File: src/rtl/sd_data_check.sv
// Checks TF-card read-back words against the incrementing pattern SEED, SEED+1, ...
// Status registers update the cycle after each accepted word; the checker never stalls the read engine.
module sd_data_check #(
  parameter int unsigned BLK_WORDS = 256,
  parameter int unsigned NUM_BLKS  = 4,
  parameter logic [15:0] SEED      = 16'd0,
  parameter logic [24:0] TIMEOUT   = 25'd25_000_000
) (
  input  logic        clk,
  input  logic        rst_n,
  input  logic        start,
  input  logic        rd_val_en,
  input  logic [15:0] rd_val_data,
  output logic        error_flag,
  output logic        check_done,
  output logic        timeout,
  output logic [15:0] err_cnt,
  output logic [15:0] first_err_idx,
  output logic        busy
);

  localparam int unsigned N        = BLK_WORDS * NUM_BLKS;
  localparam logic [15:0] LAST_IDX = 16'(N - 1);
  localparam logic [24:0] IDLE_MAX = TIMEOUT - 25'd1;

  typedef enum logic [1:0] {IDLE, CHECK, DONE} state_t;

  state_t      state;
  logic [15:0] idx;
  logic [15:0] expected;
  logic [24:0] idle_cnt;

  always_ff @(posedge clk or negedge rst_n) begin
    if (!rst_n) begin
      state         <= IDLE;
      idx           <= 16'd0;
      expected      <= 16'd0;
      idle_cnt      <= 25'd0;
      error_flag    <= 1'b0;
      check_done    <= 1'b0;
      timeout       <= 1'b0;
      err_cnt       <= 16'd0;
      first_err_idx <= 16'd0;
      busy          <= 1'b0;
    end else if (start) begin
      // start wins over a coincident strobe, from any state
      state         <= CHECK;
      idx           <= 16'd0;
      expected      <= SEED;
      idle_cnt      <= 25'd0;
      error_flag    <= 1'b0;
      check_done    <= 1'b0;
      timeout       <= 1'b0;
      err_cnt       <= 16'd0;
      first_err_idx <= 16'd0;
      busy          <= 1'b1;
    end else if (state == CHECK) begin
      if (rd_val_en) begin
        if (rd_val_data != expected) begin
          if (err_cnt != 16'hFFFF) err_cnt <= err_cnt + 16'd1;
          if (err_cnt == 16'd0) first_err_idx <= idx;
          error_flag <= 1'b1;
        end
        expected <= expected + 16'd1;
        idx      <= idx + 16'd1;
        idle_cnt <= 25'd0;
        if (idx == LAST_IDX) begin
          state      <= DONE;
          check_done <= 1'b1;
          busy       <= 1'b0;
        end
      end else if (idle_cnt == IDLE_MAX) begin
        // a strobe arriving on this same cycle is taken by the branch above instead
        timeout    <= 1'b1;
        error_flag <= 1'b1;
        state      <= DONE;
        check_done <= 1'b1;
        busy       <= 1'b0;
      end else begin
        idle_cnt <= idle_cnt + 25'd1;
      end
    end
  end

endmodule

File: config.mk
export PLATFORM = sky130hd
export DESIGN_NAME = sd_data_check
export DESIGN_NICKNAME = d
export VERILOG_FILES = /design/src/rtl/sd_data_check.sv
export SDC_FILE = /design/constraint.sdc
export NUM_CORES = 1
export LEC_CHECK = 0
export BUFFER_PORTS_ARGS = -buffer_cell sky130_fd_sc_hd__buf_2
export CORE_MARGIN = 2
export CORE_UTILIZATION = 30
export CTS_BUF_LIST = sky130_fd_sc_hd__clkbuf_4 sky130_fd_sc_hd__clkbuf_8
export DETAILED_ROUTE_END_ITERATION = 10
export PLACE_DENSITY = 0.49
export SLEW_MARGIN = 40
export SYNTH_ARGS = -nofsm -noshare
export SYNTH_HDL_FRONTEND = slang
export SYNTH_SLANG_ARGS = --single-unit
File: constraint.sdc
create_clock -name clk -period 2.7 [get_ports clk]
set_input_delay 0.135 -clock clk [delete_from_list [all_inputs] [get_ports clk]]
set_output_delay 0.135 -clock clk [all_outputs]
set_load 0.01 [all_outputs]
==> flow_summary.json <==
{
  "rows": 47,
  "grt_pass1_wl_um": 22100,
  "crit_path_end_kind": "flip-flop",
  "p_per_area_nw_per_um2": 445,
  "cts.sinks": 93,
  "ctsHoldBuffers": 1,
  "vias": 4236,
  "place_hpwl_um": 8840,
  "antenna_left": 0,
  "rsz0062_at_grt": "no",
  "crit_required_ps": 2990,
  "drc": 0,
  "syn_nets": 568,
  "most-common-layout-cells": "93 x dfrtp_1, 54 x buf_2, 46 x nor2_1",
  "clock_skew_ps": 12.4,
  "ys_ff_latch": 93,
  "ys_types": 64,
  "synth_top_family_by_area": "simple AND/OR/NAND/NOR gates",
  "maxSlewHeadroom_pct": 55.4,
  "cp-start-kind": "flip-flop",
  "synth.top_cells.by_area": "dfrtp_1 45%, xor2_1 5.3%, a21oi_1 3.9%",
  "period_share_pct": 87.4,
  "path_delay_family": "compound AO/OA/AOI/OAI gates",
  "path_cells": "or4b_4 -> nor4_4 -> a31o_2 -> o21ai_0 -> a21oi_1",
  "finalSetupViolCount": 0,
  "hold_violations": 0,
  "synth-simple-area-share_pct": 25.7,
  "drv_cap": 0,
  "synth_xor_area_share_pct": 8.39,
  "io_buffers": 55,
  "place_congestion": 0.797,
  "ir_worst_vdd_v": 0.000224,
  "io_pins": 56,
  "finalSetupTns_ps": 0,
  "synth_fa_ha_area_share_pct": 1.22,
  "clk_pin_slew_worst_paths_ps": 100,
  "post_synth.cell_area_avg_um2": 9.42,
  "ys.flop_type": "dfrtp_1",
  "clk_path_buf_depth": 2,
  "final_common_cell": "dfrtp_1",
  "antenna_found_initial": 1,
  "async_flop_share_pct": 100,
  "synth.area.mux_share_pct": 1.30,
  "die-height_um": 135,
  "synthCells": 543,
  "die_w_um": 135,
  "hp-class": "in2reg",
  "synth-edff-count": 0,
  "yosysSeqAreaShare_pct": 45.5,
  "wl_per_cell_um": 15.6,
  "synth_compound_area_share_pct": 13.4,
  "htree_levels": 3,
  "worstSkewPairLatency_ps": 380,
  "holdWs_ps": 156,
  "cp_slowest_cell": "a31o_2",
  "path_max_fanout": 29,
  "vias_per_cell": 5.17,
  "grt_max_degree": 55,
  "initial_core_util_pct": 30.7,
  "max_stage_delay_ps": 590,
  "drtIter0Drc": 238,
  "first_global_vias": 4248,
  "synth_warnings": 0,
  "cp_data_arrival_time_ps": 2650,
  "drv_slew": 0,
  "n_fill_cell": 1708,
  "drive_above_1_share_pct": 18.6,
  "worst_pin_slew_ps": 668,
  "post_cts_resized": 0,
  "numCtsBuffers": 9,
  "drt_pass1_iterations": 5,
  "cp_num_buf_inv": 0,
  "placed_cell_area_um2": 5610,
  "root_buffer": "clkbuf_8",
  "area_growth_pct": 13.8,
  "fin_nets": 618,
  "dieArea_um2": 18100,
  "grt_overflow": 0,
  "status": "completed",
  "cts_setup_buffers": 0,
  "yosys.area.top_type": "dfrtp_1",
  "grt_usage_pct": 15.2,
  "criticalPathCategory": "reg2reg",
  "clock.fmax_mhz": 424,
  "p_leak_nw": 2.46,
  "design_area_um2": 5820,
  "cts_tree": "built",
  "yosysTopAreaCellShare_pct": 45.5,
  "fin_crit_ps": 2360,
  "core_area_um2": 16600,
  "drt_wl_total_um": 12800,
  "syn-cell-area_um2": 5120
}
==> power breakdown <==
part | leakage (nW) | total (mW) | switching (mW) | internal (mW)
Clock | 0.100 | 0.972 | 0.539 | 0.433
Sequential | 1.29 | 1.42 | 0.0195 | 1.41
Combinational | 1.07 | 0.194 | 0.132 | 0.0612
==> worst register-to-register path, stage by stage, from the launching register on <==
cell	delay (ps)
dfrtp_1	440
or4b_4	570
nor4_4	330
a31o_2	590
o21ai_0	190
a21oi_1	150
==> flip-flops by register name (all words and copies together), names as in the netlist <==
| register | cells |
|---|---|
| state | 1 |
| first_err_idx | 16 |
| err_cnt | 16 |
| expected | 16 |
| check_done | 1 |
| error_flag | 1 |
| idle_cnt | 25 |
| idx | 16 |
| timeout | 1 |
==> kinds of logic after synthesis <==
kind of cell             Yosys count
AO/OA/AOI/OAI                    108
XOR/XNOR                          49
adder cells (fa/ha/maj)            5
buffers and inverters             43
flip-flops                        93
multiplexers                       6
AND/OR/NAND/NOR                  239
==> final cells by class <==
| class | count | area [um2] | area share (%) |
|---|---|---|---|
| Multi-Input combinational cell | 407 | 2560 | 44.0 |
| Sequential cell | 93 | 2330 | 40.0 |
| Timing Repair Buffer | 69 | 410 | 7.05 |
| Tap cell | 220 | 275 | 4.73 |
| Clock buffer | 9 | 124 | 2.13 |
| Clock inverter | 7 | 73.8 | 1.27 |
| Inverter | 13 | 48.8 | 0.838 |
| Antenna cell | 1 | 2.50 | 0.0430 |
==> layer usage <==
metal | global-route usage [%] | vias up | wire length, um
met4 | 4.33 | 0 | 146
met5 | 0 | - | 0
met3 | 4.28 | 10 | 633
met2 | 24.7 | 84 | 6090
li1 | - | 2082 | -
met1 | 19.9 | 2060 | 5920
==> per-stage QoR <==
step / instances / power, mW / util (%) / setup slack (ps)
floorplan: 543 / 1.55 / - / 754
global placement: 801 / 1.64 / 33.7 / 429
detailed placement: 801 / 1.65 / 33.7 / 366
CTS: 818 / 2.64 / 35.0 / 340
global route: 818 / 2.73 / 35.0 / 106
finish: 819 / 2.59 / 35.0 / 340
==> Yosys cell counts (3+ instances only) <==
library cell / number
dfrtp_1: 93
mux2_2: 5
nor2b_1: 5
clkbuf_1: 12
nor4_1: 14
nor2_1: 46
buf_1: 5
o31ai_1: 15
o211ai_1: 5
and3_1: 8
inv_1: 13
or4_1: 18
ha_1: 5
o21ai_2: 3
o21ai_0: 18
or3_1: 8
nand3_1: 40
a21oi_1: 40
buf_6: 4
xnor2_1: 18
buf_2: 5
o21ai_1: 3
and4_1: 6
nand4_1: 16
o22ai_1: 3
xor2_1: 31
or3_2: 3
a21oi_2: 3
nor3_1: 14
nand2_1: 40
==> path summary, 6_finish.rpt <==
kind / from / to / slack (ps) / cells after the start
setup / recovery: idle_cnt[7]$_DFFE_PN0P_ / idle_cnt[3]$_DFFE_PN0P_ / 340 / 5
hold / removal: rd_val_en / error_flag$_DFFE_PN0P_ / 160 / 3
setup reg to reg: idle_cnt[7]$_DFFE_PN0P_ / idle_cnt[3]$_DFFE_PN0P_ / 340 / 5
hold reg to reg: first_err_idx[1]$_DFFE_PN0P_ / first_err_idx[1]$_DFFE_PN0P_ / 540 / 2
max in group asynchronous: rst_n / expected[13]$_DFFE_PN0P_ / 1710 / 3
min in group asynchronous: rst_n / err_cnt[14]$_DFFE_PN0P_ / 280 / 2
(Power assumes the default switching activity.)
